`src/rtl/mem_port_arbiter_pkg.sv`:
```
// Shared types and constants for the unified-memory port arbiter.
package proc_mem_pkg;

  typedef enum logic [1:0] {
    IDLE = 2'd0,
    BUSY = 2'd1,
    RESP = 2'd2
  } arb_state_t;

  typedef enum logic {
    OWN_IF = 1'b0,
    OWN_D  = 1'b1
  } owner_t;

  // Wide enough for the largest legal memory latency (15).
  localparam int CNT_W = 4;

  localparam int ADDR_W_DEF = 32;
  localparam int DATA_W_DEF = 64;

endpackage

```
`src/rtl/mem_port_arbiter_if.sv`:
```
// Bundle of the fetch, data and memory-side signals of the port arbiter.
// slave: the arbiter. master: the core datapath plus memory model.
import proc_mem_pkg::*;

interface mem_port_arbiter_if #(
  parameter int ADDR_W = ADDR_W_DEF,
  parameter int DATA_W = DATA_W_DEF
);

  logic              if_req;
  logic [ADDR_W-1:0] if_addr;
  logic              if_ack;
  logic [DATA_W-1:0] if_rdata;

  logic              d_req;
  logic              d_we;
  logic [ADDR_W-1:0] d_addr;
  logic [DATA_W-1:0] d_wdata;
  logic              d_ack;
  logic [DATA_W-1:0] d_rdata;

  logic [ADDR_W-1:0] mem_addr;
  logic              mem_we;
  logic [DATA_W-1:0] mem_wdata;
  logic [DATA_W-1:0] mem_rdata;

  logic              busy;
  logic              owner;

  modport slave (
    input  if_req, if_addr, d_req, d_we, d_addr, d_wdata, mem_rdata,
    output if_ack, if_rdata, d_ack, d_rdata, mem_addr, mem_we, mem_wdata,
           busy, owner
  );

  modport master (
    output if_req, if_addr, d_req, d_we, d_addr, d_wdata, mem_rdata,
    input  if_ack, if_rdata, d_ack, d_rdata, mem_addr, mem_we, mem_wdata,
           busy, owner
  );

endinterface

```
`src/rtl/mem_port_arbiter_lat_counter.sv`:
```
// Loadable down-counter that times one memory access; is_one marks the
// last BUSY cycle.
module mem_lat_counter
  import proc_mem_pkg::*;
(
  input  logic             clk,
  input  logic             reset,
  input  logic             load,
  input  logic [CNT_W-1:0] load_val,
  input  logic             dec,
  output logic             is_one
);

  logic [CNT_W-1:0] cnt;

  // Load wins over decrement; saturate at zero so an idle count never wraps.
  always_ff @(posedge clk) begin
    if (reset) begin
      cnt <= '0;
    end else if (load) begin
      cnt <= load_val;
    end else if (dec && (cnt != '0)) begin
      cnt <= cnt - CNT_W'(1);
    end
  end

  assign is_one = (cnt == CNT_W'(1));

endmodule

```
`src/rtl/mem_port_arbiter.sv`:
```
// Arbiter sharing one single-port memory between instruction fetch and
// data ld/sd. Serialises accesses, times the fixed read latency and returns
// a one-cycle ack per access.
// Build option: define MEM_ARB_RR_EN for round-robin arbitration; by
// default data has fixed priority over fetch.
//
// state | meaning
// IDLE  | no access in flight; pick a winner and latch its request
// BUSY  | memory access in progress, counter running down
// RESP  | one-cycle ack to the owner, then back to IDLE
module mem_port_arbiter
  import proc_mem_pkg::*;
#(
  parameter int ADDR_W  = ADDR_W_DEF,
  parameter int DATA_W  = DATA_W_DEF,
  parameter int MEM_LAT = 2
) (
  input  logic             clk,
  input  logic             reset,
  mem_port_arbiter_if.slave bus
);

  if ((MEM_LAT < 1) || (MEM_LAT > 15)) begin : g_bad_mem_lat
    $error("mem_port_arbiter: MEM_LAT=%0d outside legal range 1..15", MEM_LAT);
  end

  arb_state_t        state;
  owner_t            own_q;
  logic              lat_we;
  logic [ADDR_W-1:0] mem_addr_q;
  logic [DATA_W-1:0] mem_wdata_q;
  logic              mem_we_q;
  logic [DATA_W-1:0] if_rdata_q;
  logic [DATA_W-1:0] d_rdata_q;
  logic              if_ack_q;
  logic              d_ack_q;
  logic              busy_q;

  logic              any_req;
  logic              grant_d;
  logic              cnt_load;
  logic              cnt_dec;
  logic [CNT_W-1:0]  cnt_load_val;
  logic              cnt_is_one;

`ifdef MEM_ARB_RR_EN
  // Tracks the last granted requester; only consulted when both contend.
  owner_t            last_owner;
`endif

  // Winner selection and counter load value for the grant made in IDLE.
  always_comb begin
    any_req = bus.if_req | bus.d_req;
`ifdef MEM_ARB_RR_EN
    grant_d = bus.d_req & (~bus.if_req | (last_owner == OWN_IF));
`else
    grant_d = bus.d_req;
`endif
    cnt_load     = (state == IDLE) & any_req;
    cnt_dec      = (state == BUSY);
    // A store needs a single BUSY cycle; loads and fetches wait out the latency.
    cnt_load_val = (grant_d & bus.d_we) ? CNT_W'(1) : CNT_W'(MEM_LAT);
  end

  mem_lat_counter u_lat_counter (
    .clk      (clk),
    .reset    (reset),
    .load     (cnt_load),
    .load_val (cnt_load_val),
    .dec      (cnt_dec),
    .is_one   (cnt_is_one)
  );

  // Arbitration FSM with registered memory-side and response outputs.
  always_ff @(posedge clk) begin
    if (reset) begin
      state       <= IDLE;
      own_q       <= OWN_IF;
      lat_we      <= 1'b0;
      mem_addr_q  <= '0;
      mem_wdata_q <= '0;
      mem_we_q    <= 1'b0;
      if_rdata_q  <= '0;
      d_rdata_q   <= '0;
      if_ack_q    <= 1'b0;
      d_ack_q     <= 1'b0;
      busy_q      <= 1'b0;
`ifdef MEM_ARB_RR_EN
      last_owner  <= OWN_IF;
`endif
    end else begin
      // Strobes are single-cycle unless re-asserted below.
      mem_we_q <= 1'b0;
      if_ack_q <= 1'b0;
      d_ack_q  <= 1'b0;
      case (state)
        IDLE: begin
          if (any_req) begin
            state  <= BUSY;
            busy_q <= 1'b1;
            if (grant_d) begin
              own_q       <= OWN_D;
              lat_we      <= bus.d_we;
              mem_we_q    <= bus.d_we;
              mem_addr_q  <= bus.d_addr;
              mem_wdata_q <= bus.d_wdata;
            end else begin
              own_q      <= OWN_IF;
              lat_we     <= 1'b0;
              mem_addr_q <= bus.if_addr;
            end
`ifdef MEM_ARB_RR_EN
            last_owner <= grant_d ? OWN_D : OWN_IF;
`endif
          end
        end
        BUSY: begin
          if (cnt_is_one) begin
            state <= RESP;
            if (own_q == OWN_D) begin
              d_ack_q <= 1'b1;
              if (!lat_we) begin
                d_rdata_q <= bus.mem_rdata;
              end
            end else begin
              if_ack_q   <= 1'b1;
              if_rdata_q <= bus.mem_rdata;
            end
          end
        end
        RESP: begin
          state  <= IDLE;
          busy_q <= 1'b0;
        end
        default: begin
          state  <= IDLE;
          busy_q <= 1'b0;
        end
      endcase
    end
  end

  assign bus.mem_addr  = mem_addr_q;
  assign bus.mem_wdata = mem_wdata_q;
  assign bus.mem_we    = mem_we_q;
  assign bus.if_rdata  = if_rdata_q;
  assign bus.d_rdata   = d_rdata_q;
  assign bus.if_ack    = if_ack_q;
  assign bus.d_ack     = d_ack_q;
  assign bus.busy      = busy_q;
  assign bus.owner     = own_q;

endmodule

```
`src/flat_wrapper.sv`:
```
// flat-port wrapper written by rule: the top's interface ports become plain ports
module mem_port_arbiter_flat import proc_mem_pkg::*;
#(
  parameter int ADDR_W  = ADDR_W_DEF,
  parameter int DATA_W  = DATA_W_DEF,
  parameter int MEM_LAT = 2
)
  (clk, reset, bus_if_req, bus_if_addr, bus_d_req, bus_d_we, bus_d_addr, bus_d_wdata, bus_mem_rdata, bus_if_ack, bus_if_rdata, bus_d_ack, bus_d_rdata, bus_mem_addr, bus_mem_we, bus_mem_wdata, bus_busy, bus_owner);
  mem_port_arbiter_if #(.ADDR_W(ADDR_W), .DATA_W(DATA_W)) bus_i ();
  input  logic clk;
  input  logic reset;
  input wire logic [$bits(bus_i.if_req)-1:0] bus_if_req;
  input wire logic [$bits(bus_i.if_addr)-1:0] bus_if_addr;
  input wire logic [$bits(bus_i.d_req)-1:0] bus_d_req;
  input wire logic [$bits(bus_i.d_we)-1:0] bus_d_we;
  input wire logic [$bits(bus_i.d_addr)-1:0] bus_d_addr;
  input wire logic [$bits(bus_i.d_wdata)-1:0] bus_d_wdata;
  input wire logic [$bits(bus_i.mem_rdata)-1:0] bus_mem_rdata;
  output wire logic [$bits(bus_i.if_ack)-1:0] bus_if_ack;
  output wire logic [$bits(bus_i.if_rdata)-1:0] bus_if_rdata;
  output wire logic [$bits(bus_i.d_ack)-1:0] bus_d_ack;
  output wire logic [$bits(bus_i.d_rdata)-1:0] bus_d_rdata;
  output wire logic [$bits(bus_i.mem_addr)-1:0] bus_mem_addr;
  output wire logic [$bits(bus_i.mem_we)-1:0] bus_mem_we;
  output wire logic [$bits(bus_i.mem_wdata)-1:0] bus_mem_wdata;
  output wire logic [$bits(bus_i.busy)-1:0] bus_busy;
  output wire logic [$bits(bus_i.owner)-1:0] bus_owner;
  assign bus_i.if_req = bus_if_req;
  assign bus_i.if_addr = bus_if_addr;
  assign bus_i.d_req = bus_d_req;
  assign bus_i.d_we = bus_d_we;
  assign bus_i.d_addr = bus_d_addr;
  assign bus_i.d_wdata = bus_d_wdata;
  assign bus_i.mem_rdata = bus_mem_rdata;
  assign bus_if_ack = bus_i.if_ack;
  assign bus_if_rdata = bus_i.if_rdata;
  assign bus_d_ack = bus_i.d_ack;
  assign bus_d_rdata = bus_i.d_rdata;
  assign bus_mem_addr = bus_i.mem_addr;
  assign bus_mem_we = bus_i.mem_we;
  assign bus_mem_wdata = bus_i.mem_wdata;
  assign bus_busy = bus_i.busy;
  assign bus_owner = bus_i.owner;
  mem_port_arbiter #(.ADDR_W(ADDR_W), .DATA_W(DATA_W), .MEM_LAT(MEM_LAT)) u_core (.clk(clk), .reset(reset), .bus(bus_i));
endmodule
```
`config.mk`:
```
export PLATFORM = sky130hd
export DESIGN_NAME = mem_port_arbiter_flat
export DESIGN_NICKNAME = d
export VERILOG_FILES = /design/src/rtl/mem_port_arbiter_pkg.sv /design/src/rtl/mem_port_arbiter_if.sv /design/src/rtl/mem_port_arbiter_lat_counter.sv /design/src/rtl/mem_port_arbiter.sv /design/src/flat_wrapper.sv
export SDC_FILE = /design/constraint.sdc
export NUM_CORES = 1
export LEC_CHECK = 0
export CORE_MARGIN = 4
export CORE_UTILIZATION = 37
export DETAILED_ROUTE_END_ITERATION = 12
export PLACE_DENSITY = 0.84
export SYNTH_ARGS = -nofsm -noshare
export SYNTH_HDL_FRONTEND = slang
export SYNTH_SLANG_ARGS = --single-unit
```
`constraint.sdc`:
```
create_clock -name clk -period 1.8 [get_ports clk]
set_input_delay 0.36 -clock clk [delete_from_list [all_inputs] [get_ports clk]]
set_output_delay 0.36 -clock clk [all_outputs]
set_load 0.02 [all_outputs]
```
[After elaboration in Yosys (flattened, before gate mapping)]
Cells that the tools add are included.
Operators by class
  multiplexer cells: 13
  reductions and logical operators: 12
  divide/modulo/power cells: 0
  order comparisons: 0
  multiply operators: 0
  eq/ne operators: 4
  bitwise operators: 9
  add/subtract/negate cells: 1
  shift operators: 0
Operators with widths (number)
  2-to-1 mux 32 bit: 1
  2-to-1 mux 4 bit: 2
  2-to-1 mux 2 bit: 3
  NOT 1 bit: 6
  AND reduction 2 bit: 3
  AND reduction 3 bit: 2
  OR reduction 3 bit: 2
  2-to-1 mux 1 bit: 5
  equality test 4 x 1 -> 1 bit, second input constant: 1
  inequality test 2 x 1 -> 1 bit, second input constant: 2
  case mux 2 bit (2 select lines): 1
  AND reduction 4 bit: 1
  nonzero test 4 bit: 1
  subtractor 4 x 1 -> 4 bit, second input constant: 1
  AND 1 bit: 2
  equality test 2 x 1 -> 1 bit, second input constant: 1
  zero test 2 bit: 1
  case mux 1 bit (2 select lines): 1
  nonzero test 2 bit: 1
  logical AND 1 bit: 1
  bitwise OR 1 bit: 1
Word-level totals
  bits in registers: 236
  memory bits (read-only): 0
  memory bits (writable): 0
  input bits: 197
  latch bits: 0
  memories kept: 0

[Logic depth before layout (Yosys ltp)]
Gate-level depths: netlist of run 1.
  word-level depth: 4
  gate-level depth with buffers: 8
  gate-level depth less buffers: 5

[Modules after synthesis]
Synthesis of run 1 repeated with hierarchy kept, for this count alone.
Second synthesis, totals
  cells, all modules: 1047
  area, all modules: 9258.9 sq um
By module, submodules not included
  mem_port_arbiter: area an instance 8972.4 sq um, cells an instance 1014, sequential area each 4644.5 sq um, instances 1
  mem_lat_counter: area an instance 286.5 sq um, cells an instance 33, sequential area each 80.1 sq um, instances 1

[Worst setup path before layout of run 1]
Ideal clock, no wire load.
  path kind: reg2reg
  start: register u_core.u_lat_counter.cnt[1]
  end: register u_core.d_rdata_q[0], in the netlist u_core.bus.d_rdata[0]
  period minus slack after synthesis: 1.896 ns
  slack: -0.096 ns
  cell stages (with the launch flop): 9
  library setup time: 0.072 ns
  arrival: 1.825 ns
  path through: dfxtp_1 inv_1 ha_1 or3b_4 buf_6 nor4b_4 buf_6 buf_12 mux2i_1
On the way
  word-level cells in the longest chain between the ends: 2
Ends and longest elaborated chain
  from (decl): RTL line mem_port_arbiter_lat_counter.sv:14  | logic [CNT_W-1:0] cnt;
  from (signal assigned): RTL line mem_port_arbiter_lat_counter.sv:21  | cnt <= load_val;
  from (signal assigned): RTL line mem_port_arbiter_lat_counter.sv:23  | cnt <= cnt - CNT_W'(1);
  equality test 4 x 1 -> 1 bit: RTL line mem_port_arbiter_lat_counter.sv:27  | assign is_one = (cnt == CNT_W'(1));
  AND reduction 4 bit (no line)
  to (signal assigned): RTL line mem_port_arbiter.sv:123  | d_rdata_q <= bus.mem_rdata;
  to (decl): RTL line mem_port_arbiter.sv:34  | logic [DATA_W-1:0] d_rdata_q;
Every way passes these cells.
A chain may end at the register's enable or synchronous reset.

[Worst setup path after layout of run 1]
  start: register u_core.u_lat_counter.cnt[1]
  end: register u_core.d_rdata_q[36], in the netlist u_core.bus.d_rdata[36]
Same word-level chain as after synthesis.

==> results of run 1 <==
==> cell usage after synthesis <==
cell type | number | area (um^2)
or3b_4 | 1 | 11.3
nor4b_4 | 1 | 23.8
nor3b_1 | 4 | 30.0
a211oi_1 | 34 | 255
nor3_1 | 4 | 20.0
mux2i_1 | 96 | 961
ha_1 | 3 | 37.5
buf_2 | 6 | 30.0
nand2_1 | 259 | 972
nand3_1 | 66 | 330
o221ai_1 | 1 | 8.76
a21oi_1 | 163 | 816
nor2_1 | 5 | 18.8
o21ai_0 | 69 | 345
buf_6 | 2 | 22.5
o21a_1 | 1 | 7.51
or2_2 | 2 | 12.5
dfxtp_1 | 236 | 4720
o32a_1 | 1 | 10.0
inv_1 | 4 | 15.0
o32ai_1 | 1 | 8.76
and2_1 | 1 | 6.26
clkinv_1 | 1 | 3.75
or3_1 | 1 | 6.26
nor4bb_1 | 1 | 10.0
or4_1 | 2 | 15.0
or3b_2 | 2 | 17.5
clkbuf_1 | 78 | 293
nand2b_1 | 2 | 12.5
buf_1 | 6 | 22.5
buf_12 | 6 | 120
==> final cells by class <==
| type | instances | area [um^2] |
|---|---|---|
| well taps | 324 | 405 |
| flip-flops and latches | 236 | 4730 |
| clock inverters | 6 | 58.8 |
| clock buffers | 39 | 781 |
| repair buffers | 472 | 4610 |
| multi-input cells | 720 | 3990 |
| inverters | 5 | 21.3 |
| fillers | 2173 | 9730 |
==> worst max-delay path, delay by kind of cell, from the launching register on <==
family / cells / cell delay, ps
adder cells (fa/ha/maj): 1 / 120
buffers and inverters: 4 / 520
flip-flops: 1 / 330
multiplexers: 1 / 220
AND/OR/NAND/NOR: 2 / 650
==> worst max-delay path by stage <==
stage / start / end / depth (start not counted)
after global routing: u_core.u_lat_counter.cnt[1]$_SDFFE_PP0P_ / u_core.bus.d_rdata[21]$_SDFFE_PP0P_ / 8
after global placement: u_core.u_lat_counter.cnt[1]$_SDFFE_PP0P_ / u_core.bus.d_rdata[10]$_SDFFE_PP0P_ / 7
after floorplan: u_core.u_lat_counter.cnt[1]$_SDFFE_PP0P_ / u_core.bus.d_rdata[0]$_SDFFE_PP0P_ / 8
final: u_core.u_lat_counter.cnt[1]$_SDFFE_PP0P_ / u_core.bus.d_rdata[36]$_SDFFE_PP0P_ / 8
after detailed placement: u_core.u_lat_counter.cnt[1]$_SDFFE_PP0P_ / u_core.bus.d_rdata[32]$_SDFFE_PP0P_ / 7
after CTS: u_core.u_lat_counter.cnt[1]$_SDFFE_PP0P_ / u_core.bus.d_rdata[36]$_SDFFE_PP0P_ / 8
==> through the flow <==
step / setup WS [ps] / hold slack, ps / cells
finish: -122 / 58.5 / 1802
global route: -201 / 41.7 / 1802
CTS: -146 / 30.2 / 1799
detailed placement: -132 / 446 / 1749
global placement: -55.6 / 441 / 1749
floorplan: -64.5 / 456 / 1059
==> flip-flops by register name (all words and copies together), names as in the netlist <==
| register | count |
|---|---|
| u_core.state | 2 |
| u_core.bus.d_rdata | 64 |
| u_core.bus.owner | 1 |
| u_core.bus.d_ack | 1 |
| u_core.u_lat_counter.cnt | 4 |
| u_core.bus.mem_addr | 32 |
| u_core.bus.mem_we | 1 |
| u_core.bus.if_rdata | 64 |
| u_core.lat_we | 1 |
| u_core.bus.mem_wdata | 64 |
| u_core.bus.if_ack | 1 |
| u_core.bus.busy | 1 |
==> power groups by stage <==
stage | combinational (mW) | sequential (mW) | clock [mW]
5_1_grt | 2.66 | 5.67 | 5.54
6_report | 2.48 | 5.64 | 5.21
4_1_cts | 2.47 | 5.64 | 5.32
2_1_floorplan | 0.919 | 6.05 | 0
3_3_place_gp | 2.56 | 5.75 | 0
3_5_place_dp | 2.61 | 5.76 | 0
==> cells in the final DEF, fill, tap and decap left out, types with 2 or more instances in the layout <==
cell type	count
dfxtp_2	2
nor2_1	3
nor3_1	4
buf_6	5
mux2i_1	93
dlygate4sd2_1	228
buf_16	2
clkbuf_16	28
dfxtp_1	234
buf_12	16
a21oi_1	163
or3b_2	2
ha_1	2
clkdlybuf4s50_1	194
clkinv_2	4
o21ai_1	6
or4_1	2
nor2_2	2
buf_8	2
nand2b_1	2
inv_1	3
nand3_1	66
mux2i_2	3
clkbuf_1	6
or2_2	2
nand2_1	259
o21ai_0	63
nor3b_2	4
a211oi_1	33
buf_4	22
clkbuf_8	6
==> timing repair <==
| action | CTS | global route |
|---|---|---|
| gates cloned | 1 | 1 |
| gates resized for setup | 234 | 17 |
| buffers inserted | 4 | 2 |
| hold endpoints to repair | 0 | 0 |
| setup endpoints to repair | 291 | 73 |
==> cells by family (layout without fill, tap and decap cells) <==
family,Yosys count,in the layout
fa+ha+maj,3,3
buf+inv,103,522
simple gates,351,351
compound gates,270,270
flops,236,236
mux,96,96
==> metal layers <==
layer  vias up  global-route usage [%]
met5         -                       0
met4         0                    8.06
met3        72                    6.85
met2       433                    40.3
met1      4349                    24.8
li1       4431                       -
==> summary.md, run 1 <==
| Metric | Value |
|---|---|
| Status | `complete, but fails checks` |
| Failing checks | `negative setup slack` |
| Routed wl met3 | `approximately 3200 um` |
| Final WL | `around 33,000 um` |
| Worst path max stage delay | `approximately 380 ps` |
| Total grt overflow | `0` |
| Slowest cell on crit path | `or3b_4` |
| First-pass GRT wire length | `between 40,000 and 50,000 um` |
| CTS sink cnt | `roughly 240` |
| Area post-placement | `between 10,000 and 15,000 um^2` |
| Area Growth Syn to Fin | `59.1%` |
| Detail Route met2 WL | `roughly 16,000 um` |
| Maximum fanout along the worst path | `8` |
| Post-layout minimum cycle time | `slightly below 2000 ps` |
| GP Congestion | `0.847` |
| Share of cells above drive strength 1 | `under 10%` |
| Clock share of power | `about two fifths` |
| Yosys Warn Count | `0` |
| Via count | `about 9,300` |
| Max Fclk | `520 MHz` |
| Largest family of logic cells by synthesized area | `simple AND/OR/NAND/NOR gates` |
| Syn Nets | `1,259` |
| Netlist Area Pre-Place | `between 9000 and 10,000 um^2` |
| Nets | `between 1,500 and 2,000` |
| Final period utilization | `107%` |
| Number of max-cap violations | `0` |
| Worst setup SP type | `flip-flop` |
| CTS tree | `built` |
| Reg2reg end | `u_core.bus.d_rdata[36]$_SDFFE_PP0P_` |
| Synth Register Bits | `236` |
| Antenna cells | `0` |
| Critical Path RT | `~2200 ps` |
| Row cnt | `57` |
| PortBufs | `425` |
| Leak Pwr | `around 6.3 nW` |
| 1st-pass router iterations | `6` |
| Switching share of power | `a little over a quarter` |
| Setup Viol. Count Final | `63` |
| CTS clock-pin slew for the worst setup and hold paths | `~60 ps` |
| Final setup TNS | `-4800 ps` |
| Largest net degree at the start of global routing | `67` |
| Final worst slack | `-122 ps` |
| Core Footprint | `~24,000 um^2` |
| TritonCTS buffer count | `26` |
| Compound-Gate Fraction of Synth Area | `about 16%` |
| R2R setup slack | `-120 ps` |
| CP Capture Type | `flip-flop` |
| Synth Area in Adders | `less than 1%` |
| Hpwl dp | `~23,000 um` |
| Top sig layer | `met4` |
| Initial antenna violation count | `0` |
| Cell area after layout | `~15,000 um^2` |
| First DRT Iteration DRCs | `between 700 and 800` |
| Vias in the first global route | `9,318` |
| # DRC | `0` |
| All-Layer GR Usage | `between 20% and 30%` |
| Simple-gate share of the synthesized area | `about 16%` |
| Max Slew Vio Count | `0` |
| Pint | `9.68 mW` |
| CTS root buf | `clkbuf_16` |
| Clock Skew | `between 10 and 15 ps` |
| Clock Path Buffers | `3` |
| Io pins | `between 400 and 500` |
| M1 WL | `about 12,000 um` |
| Critical path, cell by cell | `inv_2 -> ha_4 -> or3b_4 -> nor4b_4 -> buf_6 -> buf_12 -> buf_16 -> mux2i_1` |
| WP data arrival | `about 2400 ps` |
| Final core area utilization | `about three fifths` |
| Hold Path Depth | `2` |
| Hold Path Class | `input pin to flip-flop` |
| Xor and xnor area share after synthesis | `0%` |
| Setup CP Type | `flip-flop to flip-flop` |
| Worst Max-Slew Pin Slew | `705 ps` |
| Pwr Total | `about 13 mW` |
| Clock H-tree levels | `1` |
| Library cells used by synthesis | `31` |
| Worst Hold Endpoint | `u_core.state[1]$_SDFFE_PP0P_` |
| WL per Instance | `about 18 um` |
| Comb power frac | `18.6%` |
| Worst reg2reg path depth | `8` |
| Relative slew slack | `53.0%` |
| Cell Pwr Density | `a little over 900 nW/um^2` |
| Reg-to-reg critical path startpoint | `u_core.u_lat_counter.cnt[1]$_SDFFE_PP0P_` |
| Via density | `slightly above 5` |
| Sequential area share after synthesis | `approximately half` |
| Worst min-delay path startpoint | `reset` |
| Initial core utilization | `37.7%` |
| Maximum VDD drop | `687 uV` |
| Final hold vios | `0` |
| Die width | `roughly 170 um` |
| Seq pwr share | `42.3%` |
| Clock Latency Late Sink | `about 520 ps` |
| Full die area | `roughly 27,000 um^2` |
| Syn Inst Count | `1,059` |
| Mean area per synthesized cell | `roughly 8.7 um^2` |
| Post-CTS Hold Buffers | `0` |
| Psw | `between 3 and 4 mW` |
| Final ANT Viol Nets | `0` |
| Multiplexer share of the synthesized area | `about a tenth` |
| RSZ-0062 raised after global routing | `yes` |
| Die extent in y | `around 170 um` |
Power figures use the tool's default switching activity.
==> inputs of run 2 (changes only) <==
--- a/config.mk
+++ b/config.mk
@@ -5,10 +5,10 @@
 export SDC_FILE = /design/constraint.sdc
 export NUM_CORES = 1
 export LEC_CHECK = 0
-export CORE_MARGIN = 4
-export CORE_UTILIZATION = 37
+export CORE_AREA = 2 2 166 168
 export DETAILED_ROUTE_END_ITERATION = 12
-export PLACE_DENSITY = 0.84
+export DIE_AREA = 0 0 168 170
+export PLACE_DENSITY = 0.79
 export SYNTH_ARGS = -nofsm -noshare
 export SYNTH_HDL_FRONTEND = slang
 export SYNTH_SLANG_ARGS = --single-unit
==> run 2 against run 1 <==
  * The flow still finishes with violations (negative setup slack)
  * Clock-buffer cell count fell by 1
  * Utilization fell by 5.6 points
  * Die area rose by 4.4%
  * Sequential share of layout area rose by 0.20 points
  * Total power rose by 2.1%
  * Clock skew rose by 3.4 ps
  * Worst setup slack improved by 79 ps
  * Register-to-register slack improved by 80 ps
  * Highest routed layer is now met5
==> summary.md, run 2 (same netlist as run 1, synthesis figures left out) <==
| Metric | Value |
|---|---|
| Post-layout minimum cycle time | `approximately 1800 ps` |
| Area Growth Syn to Fin | `58.2%` |
| TritonCTS buffer count | `26` |
| Seq pwr share | `~41%` |
| Setup Viol. Count Final | `60` |
| Clock share of power | `approximately 40%` |
| Initial core utilization | `about a third` |
| WHS | `98.9 ps` |
| Full die area | `approximately 29,000 um^2` |
| Critical Path RT | `2250 ps` |
| Hold Path Depth | `2` |
| WL per Instance | `~18 um` |
| Psw | `around 3.7 mW` |
| CTS clock-pin slew for the worst setup and hold paths | `around 60 ps` |
| Share of cells above drive strength 1 | `under 10%` |
| Final setup TNS | `-1150 ps` |
| Critical path, cell by cell | `inv_2 -> ha_4 -> or3b_4 -> nor4b_4 -> buf_6 -> buf_6 -> mux2i_1` |
| Max Fclk | `roughly 540 MHz` |
| Clock Path Buffers | `3` |
| Worst reg2reg path depth | `7` |
| Pint | `approximately 9.9 mW` |
| Clock H-tree levels | `1` |
| Most common cell after layout, fill and taps aside | `nand2_1` |
| Post-placement cell count | `1,760` |
| 1st-pass router iterations | `5` |
| Non-filler cells, final | `around 1,800` |
| Total grt overflow | `0` |
| Worst path max stage delay | `380 ps` |
| CTS tree | `built` |
| Die extent in y | `around 170 um` |
| CTS root buf | `clkbuf_16` |
| GP Congestion | `0.831` |
| Core Footprint | `26,700 um^2` |
| Critical path depth | `7` |
| Setup CP Type | `flip-flop to flip-flop` |
| Final WL | `~32,000 um` |
| WP data arrival | `between 2000 and 2500 ps` |
| Failing checks | `negative setup slack` |
| Cell Pwr Density | `~940 nW/um^2` |
| Final hold vios | `0` |
| Switching share of power | `between 20% and 30%` |
| Worst Max-Slew Pin Slew | `roughly 710 ps` |
| Final ANT Viol Nets | `0` |
| Initial antenna violation count | `2` |
| First-pass GRT wire length | `49,200 um` |
| Slowest cell on crit path | `or3b_4` |
| Leak Pwr | `6.28 nW` |
| CP Buf/Inv Count | `3` |
| Top cell by count, worst path | `buf_6` |
| Clock Skew | `13.8 ps` |
| Maximum fanout along the worst path | `7` |
| Clock Latency Late Sink | `530 ps` |
| Most frequent cells in the layout | `nand2_1 (259), dfxtp_1 (234), dlygate4sd2_1 (229)` |
| Via density | `roughly 5` |
| Relative slew slack | `52.6%` |
| Final period utilization | `102%` |
| Max Slew Vio Count | `0` |
| Comb power frac | `between 10% and 20%` |
| RSZ-0062 raised after global routing | `yes` |
| First DRT Iteration DRCs | `656` |
| Hpwl dp | `around 23,000 um` |
| Number of max-cap violations | `0` |
| Maximum VDD drop | `approximately 780 uV` |
| Nets | `around 1,600` |
| Worst setup SP type | `flip-flop` |
| Largest net degree at the start of global routing | `97` |
| Setup bufs post-CTS | `0` |
| Final worst slack | `-42.6 ps` |
| Via count | `9,194` |
| Row cnt | `60` |
| Die width | `between 150 and 200 um` |
| Status | `complete, but fails checks` |
| # DRC | `0` |
| Final core area utilization | `between 50% and 60%` |
| Crit path max-delay family | `simple AND/OR/NAND/NOR gates` |
| Vias in the first global route | `~9,000` |
| PortBufs | `between 400 and 500` |
| All-Layer GR Usage | `a little over a fifth` |
| Io pins | `426` |
| CP Capture Type | `flip-flop` |
| Hold Path Class | `input pin to flip-flop` |
| CTS sink cnt | `236` |
run 2: changes by cell type in the layout (fill, tap and decap cells not counted), sizes merged:
cell           before  now
buf                48   35
bufinv              1    3
clkdlybuf4s15       1    0
clkinv              5    4
diode               0    1
dlygate4sd2       228  229
inv                 5    6
run 2: repair_timing:
action                     4_1_cts  5_1_grt
hold buffers                     0        0
gates cloned                     0        2
setup endpoints to repair      275      128
gates resized for setup        231        3
pin swaps                        0        0
run 2: power groups by stage:
stage	sequential [mW]	clock, mW	combinational (mW)
2_1_floorplan	6.05	0	0.919
3_3_place_gp	5.74	0	2.56
3_5_place_dp	5.76	0	2.59
4_1_cts	5.63	5.71	2.44
5_1_grt	5.66	5.90	2.61
6_report	5.63	5.55	2.43
run 2: per-stage QoR:
step	cell area, um^2	power, mW	setup slack (ps)
final	14500	13.6	-42.6
after detailed placement	13800	8.35	-51.7
after CTS	14400	13.8	-61.9
after global routing	14500	14.2	-144
after floorplan	9180	6.97	-64.5
after global placement	13800	8.30	21.9
run 2: path summary, 6_finish.rpt:
path                                             from                               endpoint  slack [ps]
max          u_core.u_lat_counter.cnt[1]$_SDFFE_PP0P_     u_core.bus.d_rdata[2]$_SDFFE_PP0P_         -40
min reg2reg     u_core.bus.mem_wdata[10]$_SDFFE_PP0P_  u_core.bus.mem_wdata[10]$_SDFFE_PP0P_         450
max reg2reg  u_core.u_lat_counter.cnt[1]$_SDFFE_PP0P_     u_core.bus.d_rdata[2]$_SDFFE_PP0P_         -40
min                                             reset    u_core.bus.if_rdata[9]$_SDFFE_PP0P_         100
run 2: area by class of cell:
class	instances	area (um^2)
flip-flops and latches	236	4730
clock buffers	38	777
diodes	1	2.50
fillers	2420	12100
multi-input cells	720	3970
clock inverters	8	123
well taps	341	427
repair buffers	460	4450
inverters	5	21.3
run 2: routing by layer:
| metal | wire length, um | GRT usage (%) |
|---|---|---|
| met5 | 13 | 0 |
| met4 | 1420 | 10.0 |
| met3 | 2880 | 6.09 |
| met2 | 15500 | 37.5 |
| met1 | 12200 | 24.1 |
